File: config.mk
export PLATFORM = sky130hd
export DESIGN_NAME = pq_cmd_sched
export DESIGN_NICKNAME = d
export VERILOG_FILES = /design/src/rtl/pq_pkg.sv /design/src/rtl/pq_sync_fifo.sv /design/src/rtl/pq_cmd_sched.sv
export SDC_FILE = /design/constraint.sdc
export NUM_CORES = 1
export LEC_CHECK = 0
export ABC_AREA = 1
export ABC_CLOCK_PERIOD_IN_PS = 3400
export CAP_MARGIN = 20
export CORE_ASPECT_RATIO = 0.5
export CORE_MARGIN = 3
export CORE_UTILIZATION = 63
export DETAILED_ROUTE_END_ITERATION = 10
export DONT_BUFFER_PORTS = 1
export PLACE_DENSITY = 0.79
export SKIP_LAST_GASP = 1
export SYNTH_ARGS = -nofsm -noshare
export SYNTH_HDL_FRONTEND = slang
export SYNTH_HIERARCHICAL = 1
export SYNTH_SLANG_ARGS = --single-unit
File: constraint.sdc
create_clock -name clk -period 3.4 [get_ports clk]
set_input_delay 1.02 -clock clk [delete_from_list [all_inputs] [get_ports clk]]
set_output_delay 1.02 -clock clk [all_outputs]
set_load 0.05 [all_outputs]
File: src/rtl/pq_pkg.sv
// Shared types for the priority-queue command scheduler: key/value layout and FSM states.
package pq_pkg;
    localparam int KEY_WIDTH = 8;
    localparam int VAL_WIDTH = 8;
    localparam int KV_WIDTH  = KEY_WIDTH + VAL_WIDTH;

    typedef struct packed {
        logic [KEY_WIDTH-1:0] key;
        logic [VAL_WIDTH-1:0] val;
    } kv_t;

    typedef enum logic {
        RUN   = 1'b0,
        DRAIN = 1'b1
    } sched_state_t;
endpackage

File: src/rtl/pq_sync_fifo.sv
// Small synchronous FIFO; head is the oldest entry and is valid whenever !empty.
module pq_sync_fifo #(
    parameter int DEPTH = 4,
    parameter int WIDTH = 16
) (
    input  logic             clk,
    input  logic             rst,
    input  logic             push,
    input  logic             pop,
    input  logic [WIDTH-1:0] din,
    output logic [WIDTH-1:0] head,
    output logic             full,
    output logic             empty
);
    localparam int AW = $clog2(DEPTH);

    logic [WIDTH-1:0] mem [DEPTH];
    logic [AW-1:0]    wr_ptr;
    logic [AW-1:0]    rd_ptr;
    logic [AW:0]      count;
    logic             do_push;
    logic             do_pop;

    assign full    = (count == (AW+1)'(DEPTH));
    assign empty   = (count == '0);
    assign do_push = push && !full;
    assign do_pop  = pop && !empty;
    assign head    = mem[rd_ptr];

    always_ff @(posedge clk) begin
        if (rst) begin
            wr_ptr <= '0;
            rd_ptr <= '0;
            count  <= '0;
        end else begin
            if (do_push) wr_ptr <= wr_ptr + AW'(1);
            if (do_pop)  rd_ptr <= rd_ptr + AW'(1);
            count <= count + (AW+1)'(do_push) - (AW+1)'(do_pop);
        end
    end

    // Storage needs no reset; occupancy is tracked by count.
    always_ff @(posedge clk) begin
        if (do_push) mem[wr_ptr] <= din;
    end
endmodule

File: src/rtl/pq_cmd_sched.sv
// Issues at most one enq/deq/replace per cycle to the downstream priority queue,
// buffering inserts in a small FIFO and returning dequeued entries on a registered port.
module pq_cmd_sched
    import pq_pkg::*;
#(
    parameter int FIFO_DEPTH = 4,
    parameter int CNT_WIDTH  = 16
) (
    input  logic                 clk,
    input  logic                 rst,
    input  logic                 in_valid,
    input  logic [KV_WIDTH-1:0]  in_kv,
    output logic                 in_ready,
    input  logic                 deq_req,
    output logic                 deq_ack,
    input  logic                 drain,
    output logic                 drain_busy,
    output logic                 out_valid,
    output logic [KV_WIDTH-1:0]  out_kv,
    input  logic                 out_ready,
    output logic                 pq_enq,
    output logic                 pq_deq,
    output logic                 pq_replace,
    output logic [KV_WIDTH-1:0]  pq_kvi,
    input  logic [KV_WIDTH-1:0]  pq_kvo,
    input  logic                 pq_empty,
    input  logic                 pq_full,
    output logic [CNT_WIDTH-1:0] n_enq,
    output logic [CNT_WIDTH-1:0] n_deq
);
    sched_state_t        state, state_next;
    logic                fifo_full, fifo_empty;
    logic [KV_WIDTH-1:0] fifo_head;
    logic                fifo_pop;
    logic                slot_free;
    logic                capture;

    // in_ready looks only at registered occupancy, so a full FIFO never accepts.
    assign in_ready  = !fifo_full;
    assign slot_free = !out_valid || out_ready;
    assign pq_kvi    = fifo_head;
    assign drain_busy = (state == DRAIN);
    assign fifo_pop  = pq_enq || pq_replace;
    assign capture   = pq_deq || pq_replace;

    pq_sync_fifo #(
        .DEPTH (FIFO_DEPTH),
        .WIDTH (KV_WIDTH)
    ) u_in_fifo (
        .clk   (clk),
        .rst   (rst),
        .push  (in_valid && !fifo_full),
        .pop   (fifo_pop),
        .din   (in_kv),
        .head  (fifo_head),
        .full  (fifo_full),
        .empty (fifo_empty)
    );

    always_comb begin
        state_next = state;
        pq_enq     = 1'b0;
        pq_deq     = 1'b0;
        pq_replace = 1'b0;
        deq_ack    = 1'b0;
        unique case (state)
            RUN: begin
                if (drain) state_next = DRAIN;
                if (!fifo_empty && deq_req && !pq_empty && slot_free) begin
                    pq_replace = 1'b1;
                    deq_ack    = 1'b1;
                end else if (deq_req && !pq_empty && slot_free) begin
                    pq_deq  = 1'b1;
                    deq_ack = 1'b1;
                end else if (!fifo_empty && !pq_full) begin
                    pq_enq = 1'b1;
                end
            end
            DRAIN: begin
                // Consumer requests and FIFO-to-PQ inserts pause until the PQ is empty.
                if (!pq_empty && slot_free) pq_deq = 1'b1;
                if (pq_empty && !out_valid) state_next = RUN;
            end
        endcase
    end

    always_ff @(posedge clk) begin
        if (rst) begin
            state     <= RUN;
            out_valid <= 1'b0;
            out_kv    <= '0;
            n_enq     <= '0;
            n_deq     <= '0;
        end else begin
            state <= state_next;
            if (capture) begin
                out_valid <= 1'b1;
                out_kv    <= pq_kvo;
            end else if (out_ready) begin
                out_valid <= 1'b0;
            end
            n_enq <= n_enq + CNT_WIDTH'(pq_enq || pq_replace);
            n_deq <= n_deq + CNT_WIDTH'(pq_deq || pq_replace);
        end
    end

    a_no_deq_empty: assert property (@(posedge clk) disable iff (rst)
        (pq_deq || pq_replace) |-> !pq_empty);
    a_no_enq_full: assert property (@(posedge clk) disable iff (rst)
        pq_enq |-> !pq_full);
    a_onehot_cmd: assert property (@(posedge clk) disable iff (rst)
        $onehot0({pq_enq, pq_deq, pq_replace}));
endmodule

==> results.md, run 1 <==
* Status: finished clean
* Setup bufs post-CTS at 0
* Pre-CTS WS at 568 ps
* Total Die Area at 0.00941 mm^2
* Worst setup margin at 273 ps
* Clock Sinks at 123
* Distinct cells, synth at 33
* PortBufs at 0
* Clock power share at 36.7%
* Max_slew headroom at 50.0%
* Initial antenna violation count at 0
* Area delta synth->final at 16.0%
* HP Class: reg -> reg
* Cts bufs inserted at 17
* Clock latency on the worst-skew pair at 400 ps
* Net Sw Power at 1.60 mW
* Via density at 5.50
* First-pass GRT wire length at 17.1 mm
* Fin crit period at 3130 ps
* CP max FO at 32
* Syn_nets at 601
* Area of the core at 0.00765 mm^2
* Vias in the first global route at 3578
* Setup TNS at 0 ps
* Internal power at 3.15 mW
* Most used DFF post-synth: edfxtp_1
* RSZ-0062 raised after global routing: false
* Cells after Synth at 550
* Die X at 134 um
* HPWL Detailed at 6.74 mm
* Final Cycle Share at 92.0%
* Vias post-DR at 3862
* Fmax at 320 MHz
* DRC violations left at 0
* Row count at 22
* Gp weighted congestion at 0.809
* Largest cells by area after synthesis: edfxtp_1 (37%), dfxtp_1 (23%), nor2_1 (8.8%)
* CP required at 2380 ps
* Synth warn at 6
* H-tree depth at 4
* Drt total wl at 10.4 mm
* Syn Area/Cell at 9.42 um^2
* First-pass iteration count of the detailed router at 5
* Clk slew on worst S/H paths at 50 ps
* WL/cell at 14.9 um
* Die Height at 70.1 um
* Flops & latches, synth at 123
* Leading area contributor after synthesis: edfxtp_1
* Slew Viols, Final at 0
* Post-synth EDFFs at 64
* Final instance area at 0.00601 mm^2
* Post-Syn Area at 0.00518 mm^2
* Total track usage at 22.9%
* Number of fill cells at 508
* Clk_skew at 7.41 ps
* Hold slack final at 520 ps
* CTS tree: yes
* # nets final at 632
* CP Launch Type: register
* Register area share after synthesis at 59.9%
* Initial drt markers at 237
* # hold bufs at CTS at 0
* MaxCap Viol Count at 0
* Final setup fails at 0
* CP delay by family, top: flip-flops
* Clock Tree Buf Depth at 2
* Pwr/cell area at 791 mW/mm^2
* Commonest non-fill, non-tap cell in the layout: nor2_1
* Worst vdd ir at 0.470 mV
* Grt ovf at 0
* WP data arrival at 2110 ps
* Static Leakage at 2.33 nW
* Final hold viol count at 0
* Share of layout cells above drive strength 1 at 13.6%
* Area after DPL at 0.00542 mm^2
* Initial Util at 67.7%
* CP Cell Sequence: inv_2, o21ai_0, o22ai_1, buf_4
* Sw Ratio at 33.7%
* Crit Path Class: reg -> out
* Critical path buffer and inverter count at 2
* Commonest non-fill, non-tap cells in the layout: nor2_1 (121), edfxtp_1 (64), nand2_1 (63), inv_1 (61), dfxtp_1 (59)
* Final antenna diode count at 0
* Antenna Nets Post-Route at 0
* Slowest cell on the critical path: dfxtp_1
* Flop pwr share at 40.7%
* Setup slack on the worst flop-to-flop path at 1060 ps
* Share of flip-flops with an asynchronous set or reset at 0%
* IO Pins at 111
* Pin count of the biggest net entering global routing at 33
* Worst-margin pin slew at 749 ps
* CP endpoint kind: output port
* Root Driver: clkbuf_16
* CP max stage delay at 650 ps
* Area share of the largest cell type after synthesis at 37.1%
* Logic pwr share at 22.6%
* Post_cts resized at 0
==> layout make-up <==
| type | instances | area [um^2] | area share, % |
|---|---|---|---|
| Multi-Input combinational cell | 348 | 1730 | 28.8 |
| Tap cell | 108 | 135 | 2.25 |
| Sequential cell | 123 | 3100 | 51.7 |
| Clock buffer | 19 | 443 | 7.38 |
| Clock inverter | 13 | 146 | 2.44 |
| Inverter | 65 | 251 | 4.19 |
| Timing Repair Buffer | 26 | 195 | 3.25 |
==> stage by stage <==
stage	cells	utilization, %	power [mW]
final	702	78.5	4.75
after global routing	702	78.5	4.94
after CTS	702	78.5	4.78
after detailed placement	670	70.8	3.03
after global placement	670	70.8	3.00
after floorplan	550	-	2.75
==> metal layers <==
metal | share of wire, % | GRT usage (%) | vias to the layer above
li1 | - | - | 1899
met1 | 42 | 27.7 | 1802
met2 | 48 | 37.7 | 154
met3 | 9.3 | 8.99 | 7
met4 | 0.55 | 7.79 | 0
met5 | 0 | 0 | -
==> synthesized netlist by cell type, types with 2 or more instances <==
master    number
inv_1         61
o21ai_0       28
nor3b_1        2
nand4_1        8
nor3_1         3
clkbuf_1       2
o22ai_1       16
nand2_2        6
buf_2          8
ha_1          10
buf_4          2
nand3_1       19
o21ai_1       28
nand3_4        2
nor2_1       121
inv_2          3
dfxtp_1       59
nand2_1       63
a21oi_1       23
nor2_2         8
o21bai_1       2
edfxtp_1      64
xor2_1         2
==> path summary, 6_finish.rpt <==
check,start,to,depth (start not counted)
worst max register to register,drain_busy,u_in_fifo/count[2],11
worst max-delay path,register,pq_kvi[15],4
worst min-delay path,u_in_fifo/rd_ptr[0],u_in_fifo/rd_ptr[0],2
worst min register to register,u_in_fifo/rd_ptr[0],u_in_fifo/rd_ptr[0],2
==> sequential cells by signal, summed over array words and instances (netlist names), named ones only <==
register	cells
u_in_fifo/mem	64
out_kv	16
u_in_fifo/wr_ptr	2
out_valid	1
n_deq	16
u_in_fifo/count	3
drain_busy	1
u_in_fifo/rd_ptr	2
n_enq	16
==> tightest hold or removal path, stage by stage (launching register included) <==
cell and delay [ps]:
dfxtp_1 340, a21oi_1 60, nor2_1 80
==> kinds of logic after synthesis <==
kind of cell,Yosys count,synth area share [%]
AOI/OAI and AO/OA,98,10.0
xor gates and xnor gates,3,0.507
adders and majority gates,11,2.80
buffers and inverters,79,6.74
DFF,123,59.9
and+or+nand+nor,236,20.0
==> power by group through the flow <==
stage	Sequential (mW)	Combinational, mW	Clock [mW]
CTS	1.93	1.08	1.77
global placement	1.96	1.04	0
global route	1.95	1.16	1.84
floorplan	1.94	0.815	0
detailed placement	1.96	1.07	0
finish	1.93	1.07	1.74
Power figures use the tool's default switching activity.
==> run 2, diff against run 1 <==
CORE_ASPECT_RATIO = not set   (was 0.5)
==> run 2 against run 1 <==
Net effect: first-iteration DRC count is 9.3% lower; core utilization is 1.9 points lower; sequential share of layout area hardly changed; cell area hardly changed; total power is 1.2% higher; clock skew is 1.0 ps higher; count of clock-buffer cells in the layout is 1 lower; clock power is 3% higher; routed wire length is 6.6% higher; critical path depth stayed put; sequential power hardly changed; largest cell class unchanged; largest power group unchanged; highest routed layer unchanged.
==> results.md, run 2 (same netlist as run 1, synthesis figures left out) <==
* Total Die Area at 0.00934 mm^2 (-0.70%)
* Final instance area at 0.00601 mm^2 (about the same)
* Max FFs per register at 64 (unchanged)
* # hold bufs at CTS at 0 (unchanged)
* CP Cell Sequence: inv_2, o21ai_1, o22ai_1, buf_4
* Final antenna diode count at 0 (unchanged)
* Final hold viol count at 0 (unchanged)
* CP max stage delay at 740 ps (+90 ps)
* Clock latency on the worst-skew pair at 510 ps (+110 ps)
* IO Pins at 111 (unchanged)
* Crit Path Class: reg -> out
* Initial Util at 66.0% (-1.7 points)
* Slowest cell on the critical path: dfxtp_1
* Worst vdd ir at 0.466 mV (-0.85%)
* Clock Tree Buf Depth at 2 (unchanged)
* Die X at 96.7 um (-28%)
* Antenna Nets Post-Route at 0 (unchanged)
* Fmax at 327 MHz (+2.3%)
* CP max FO at 17 (-47%)
* Commonest non-fill, non-tap cell in the layout: nor2_1
* Gp weighted congestion at 0.846 (+4.5%)
* Status: finished clean
* Worst-margin pin slew at 740 ps (-9.10 ps)
* CP required at 2380 ps (about the same)
* Root Driver: clkbuf_8
* Initial drt markers at 215 (-9.3%)
* HP Class: reg -> reg
* Grt ovf at 0 (unchanged)
* First-pass iteration count of the detailed router at 5 (unchanged)
* Pin count of the biggest net entering global routing at 33 (unchanged)
* Total track usage at 24.8% (+1.9 points)
* Static Leakage at 2.34 nW (+0.47%)
* Area after DPL at 0.00542 mm^2 (unchanged)
* Vias in the first global route at 4062 (+14%)
* Fin crit period at 3060 ps (-70.5 ps)
* WL/cell at 16.0 um (+7.5%)
* H-tree depth at 4 (unchanged)
* Biggest register: u_in_fifo/mem
* First-pass GRT wire length at 18.6 mm (+8.8%)
* Setup TNS at 0 ps (unchanged)
* Vias post-DR at 3901 (+1.0%)
* Setup bufs post-CTS at 0 (unchanged)
* HPWL Detailed at 7.20 mm (+6.8%)
* CP Launch Type: register
* MaxCap Viol Count at 0 (unchanged)
* Cts bufs inserted at 17 (unchanged)
* Slew Viols, Final at 0 (unchanged)
* Clock Sinks at 123 (unchanged)
* DRC violations left at 0 (unchanged)
* CTS tree: yes
* Post_cts resized at 0 (unchanged)
* Area of the core at 0.00785 mm^2 (+2.6%)
* Via density at 5.60 (+1.9%)
* Clk slew on worst S/H paths at 50 ps (about the same)
* Initial antenna violation count at 0 (unchanged)
* WP data arrival at 2040 ps (-70 ps)
* CP endpoint kind: output port
* Clk_skew at 8.46 ps (+1.05 ps)
* Area delta synth->final at 16.1% (about the same)
* Final Cycle Share at 89.9% (-2.1 points)
* Pwr/cell area at 800 mW/mm^2 (+1.1%)
* Die Height at 96.7 um (+38%)
* RSZ-0062 raised after global routing: false
* Final setup fails at 0 (unchanged)
* PortBufs at 0 (unchanged)
* Share of layout cells above drive strength 1 at 13.3% (-0.34 points)
* Non-Filler Instances at 696 (-0.85%)
* Drt total wl at 11.1 mm (+6.6%)
* # nets final at 633 (+0.16%)
* Commonest non-fill, non-tap cells in the layout: nor2_1 (121), edfxtp_1 (64), nand2_1 (63), inv_1 (61), dfxtp_1 (59)
* Max_slew headroom at 50.6% (+0.61 points)
* Row count at 32 (+45%)
* Placed Cells at 665 (-0.75%)
-- run 2: metrics by stage --
stage | hold WS (ps) | worst slack (ps) | power (mW) | util, %
floorplan | 448 | 359 | 2.75 | -
global placement | 470 | 618 | 3.00 | 69.0
detailed placement | 473 | 541 | 3.04 | 69.0
CTS | 495 | 268 | 4.85 | 76.6
global route | 536 | 156 | 5.04 | 76.6
finish | 488 | 343 | 4.81 | 76.6
-- run 2: per-layer routing --
layer	vias to the layer above	wire length [um]	part of all wire, %	track usage (%)
met5	-	0	0	0
met4	0	174	1.6	9.72
met3	18	1020	9.1	9.95
met2	180	5620	50	42.3
met1	1810	4320	39	27.7
li1	1893	-	-	-
-- run 2: cell type report --
cell class	instances	area (um^2)
clock buffers	18	418
clock inverters	13	176
fillers	530	1840
inverters	65	251
multi-input cells	348	1730
flip-flops and latches	123	3100
well taps	102	128
repair buffers	27	203
-- run 2: power by group --
part	internal [mW]	switching, mW
logic	0.300	0.795
registers	1.75	0.172
clock network	1.18	0.611
total	3.23	1.58
-- run 2: path summary, 6_finish.rpt --
check                 startpoint                   to  slack, ps  cells past startpoint
max                     register            pq_kvi[3]        340                      4
min reg2reg  u_in_fifo/rd_ptr[0]  u_in_fifo/rd_ptr[0]        490                      2
max reg2reg   u_in_fifo/count[1]   u_in_fifo/count[1]       1040                     14
min          u_in_fifo/rd_ptr[0]  u_in_fifo/rd_ptr[0]        490                      2
-- run 2: critical path: cells and delay by family (launching register included) --
family                 cells  cell delay, ps
DFF                        1             740
buffers and inverters      2             490
AOI/OAI and AO/OA          2             300
==> run 3, diff against run 2 <==
PLACE_DENSITY = 0.77   (was 0.79)
==> run 3 against run 2 <==
Net effect: cell area shrank 0.10%; critical path depth is the same; die area is the same; total power shrank 1.4%; count of clock-buffer cells in the layout grew 7; flip-flop and latch count is the same; register-to-register slack is essentially flat; hold slack gained 3.4 ps; routed wire length shrank 5.6%; largest cell class unchanged.
==> results.md, run 3 (same netlist as run 1, synthesis figures left out) <==
* Initial antenna violation count at 0 (unchanged)
* CP max FO at 17 (unchanged)
* Logic pwr share at 22.6% (-0.2 points)
* Initial drt markers at 203 (-5.6%)
* Pin count of the biggest net entering global routing at 33 (unchanged)
* Setup bufs post-CTS at 0 (unchanged)
* WL/cell at 15.1 um (-5.6%)
* Die X at 96.7 um (unchanged)
* CP required at 2380 ps (about the same)
* Vias in the first global route at 3860 (-5.0%)
* Final hold viol count at 0 (unchanged)
* Antenna Nets Post-Route at 0 (unchanged)
* Biggest register: u_in_fifo/mem
* HPWL Detailed at 7.02 mm (-2.5%)
* Fin crit period at 3030 ps (-27.0 ps)
* Total track usage at 23.4% (-1.4 points)
* Clock power share at 36.7% (-0.5 points)
* Slew Viols, Final at 0 (unchanged)
* Worst-margin pin slew at 719 ps (-21.5 ps)
* Root Driver: clkbuf_8
* PortBufs at 0 (unchanged)
* Clock latency on the worst-skew pair at 510 ps (about the same)
* Crit Path Class: reg -> out
* Final Cycle Share at 89.1% (-0.79 points)
* Cts bufs inserted at 17 (unchanged)
* Clock Sinks at 123 (unchanged)
* Area delta synth->final at 15.9%
* Static Leakage at 2.33 nW (-0.27%)
* Clk_skew at 11.8 ps (+3.30 ps)
* FF+latch area at 0.00310 mm^2 (unchanged)
* HP Class: reg -> reg
* Clock Tree Buf Depth at 2 (unchanged)
* CP delay by family, top: flip-flops
* CP Launch Type: register
* Final core utilization at 76.5% (-0.080 points)
* Pwr/cell area at 789 mW/mm^2 (-1.3%)
* Initial Util at 66.0% (unchanged)
* CP endpoint kind: output port
* First-pass iteration count of the detailed router at 4 (-1)
* Critical path buffer and inverter count at 2 (unchanged)
* Slowest cell on the critical path: dfxtp_1
* First-pass GRT wire length at 17.7 mm (-5.1%)
* Final antenna diode count at 0 (unchanged)
* Max_slew headroom at 52.0% (+1.4 points)
* Setup TNS at 0 ps (unchanged)
* Number of fill cells at 566 (+6.8%)
* Multi-input gate area at 0.00173 mm^2 (unchanged)
* Tot Pwr at 4.74 mW (-1.4%)
* Grt ovf at 0 (unchanged)
* H-tree depth at 4 (unchanged)
* Internal power at 3.17 mW (-1.7%)
* Flop pwr share at 40.7% (+0.7 points)
* Total Die Area at 0.00934 mm^2 (unchanged)
* IO Pins at 111 (unchanged)
* Clk slew on worst S/H paths at 50 ps (about the same)
* Drt total wl at 10.5 mm (-5.6%)
* Worst vdd ir at 0.451 mV (-3.2%)
* Vias post-DR at 3823 (-2.0%)
* Share of layout cells above drive strength 1 at 13.1% (-0.17 points)
* Status: finished clean
* Post_cts resized at 0 (unchanged)
* Die Height at 96.7 um (unchanged)
* WP data arrival at 2010 ps (-30 ps)
* # nets final at 632 (-0.16%)
* MaxCap Viol Count at 0 (unchanged)
* Max FFs per register at 64 (unchanged)
* DRC violations left at 0 (unchanged)
* CTS tree: yes
* Fmax at 330 MHz (+0.89%)
* CP Cell Sequence: inv_2, o21ai_1, o22ai_1, buf_4
* Net Sw Power at 1.57 mW (-0.81%)
* Commonest non-fill, non-tap cells in the layout: nor2_1 (121), edfxtp_1 (64), nand2_1 (63), inv_1 (61), dfxtp_1 (59)
* RSZ-0062 raised after global routing: false
* Row count at 32 (unchanged)
* Final setup fails at 0 (unchanged)
* Hold slack final at 492 ps (+3.42 ps)
* Sw Ratio at 33.0% (+0.21 points)
* Gp weighted congestion at 0.861 (+1.8%)
* CP max stage delay at 730 ps (about the same)
* # hold bufs at CTS at 0 (unchanged)
* Commonest non-fill, non-tap cell in the layout: nor2_1
* Area of the core at 0.00785 mm^2 (unchanged)
* Via density at 5.49 (-2.0%)
## run 3: path summary, 6_finish.rpt
| path | slack, ps | depth (start not counted) | startpoint | endpoint |
|---|---|---|---|---|
| min | 490 | 2 | u_in_fifo/rd_ptr[0] | u_in_fifo/rd_ptr[0] |
| max reg2reg | 1030 | 11 | drain_busy | u_in_fifo/count[2] |
| max | 370 | 4 | register | pq_kvi[8] |
| min reg2reg | 490 | 2 | u_in_fifo/rd_ptr[0] | u_in_fifo/rd_ptr[0] |
## run 3: worst reg2reg max path: cells and delay by family, from the launching register on
family,cells,cell delay [ps]
flops,1,760
compound gates,2,230
buf+inv,3,210
simple gates,3,220
fa+ha+maj,3,830
## run 3: per-stage QoR
stage	setup WS, ps	area, um^2	instances
floorplan	359	5180	550
global placement	608	5410	664
detailed placement	529	5410	664
CTS	349	6000	696
global route	244	6000	696
finish	370	6000	696
## run 3: routing by layer
metal / wire length [um] / GRT usage (%) / share of wire (%) / vias to the layer above
li1: - / - / - / 1891
met1: 4210 / 26.3 / 40 / 1769
met2: 5360 / 40.8 / 51 / 150
met3: 844 / 9.08 / 8.0 / 13
met4: 93 / 7.45 / 0.89 / 0
met5: 0 / 0 / 0 / -
## run 3: power groups by stage
stage	Sequential [mW]	Combinational (mW)	Clock (mW)
after floorplan	1.94	0.815	0
after global placement	1.95	1.04	0
after global routing	1.95	1.17	1.84
after detailed placement	1.96	1.07	0
after CTS	1.93	1.08	1.76
final	1.93	1.07	1.74
## run 3: final cells by class
type | count | share of cell area (%)
Multi-Input combinational cell | 348 | 28.8
Clock buffer | 25 | 8.63
Inverter | 65 | 4.19
Sequential cell | 123 | 51.7
Tap cell | 102 | 2.13
Clock inverter | 7 | 1.29
Timing Repair Buffer | 26 | 3.25
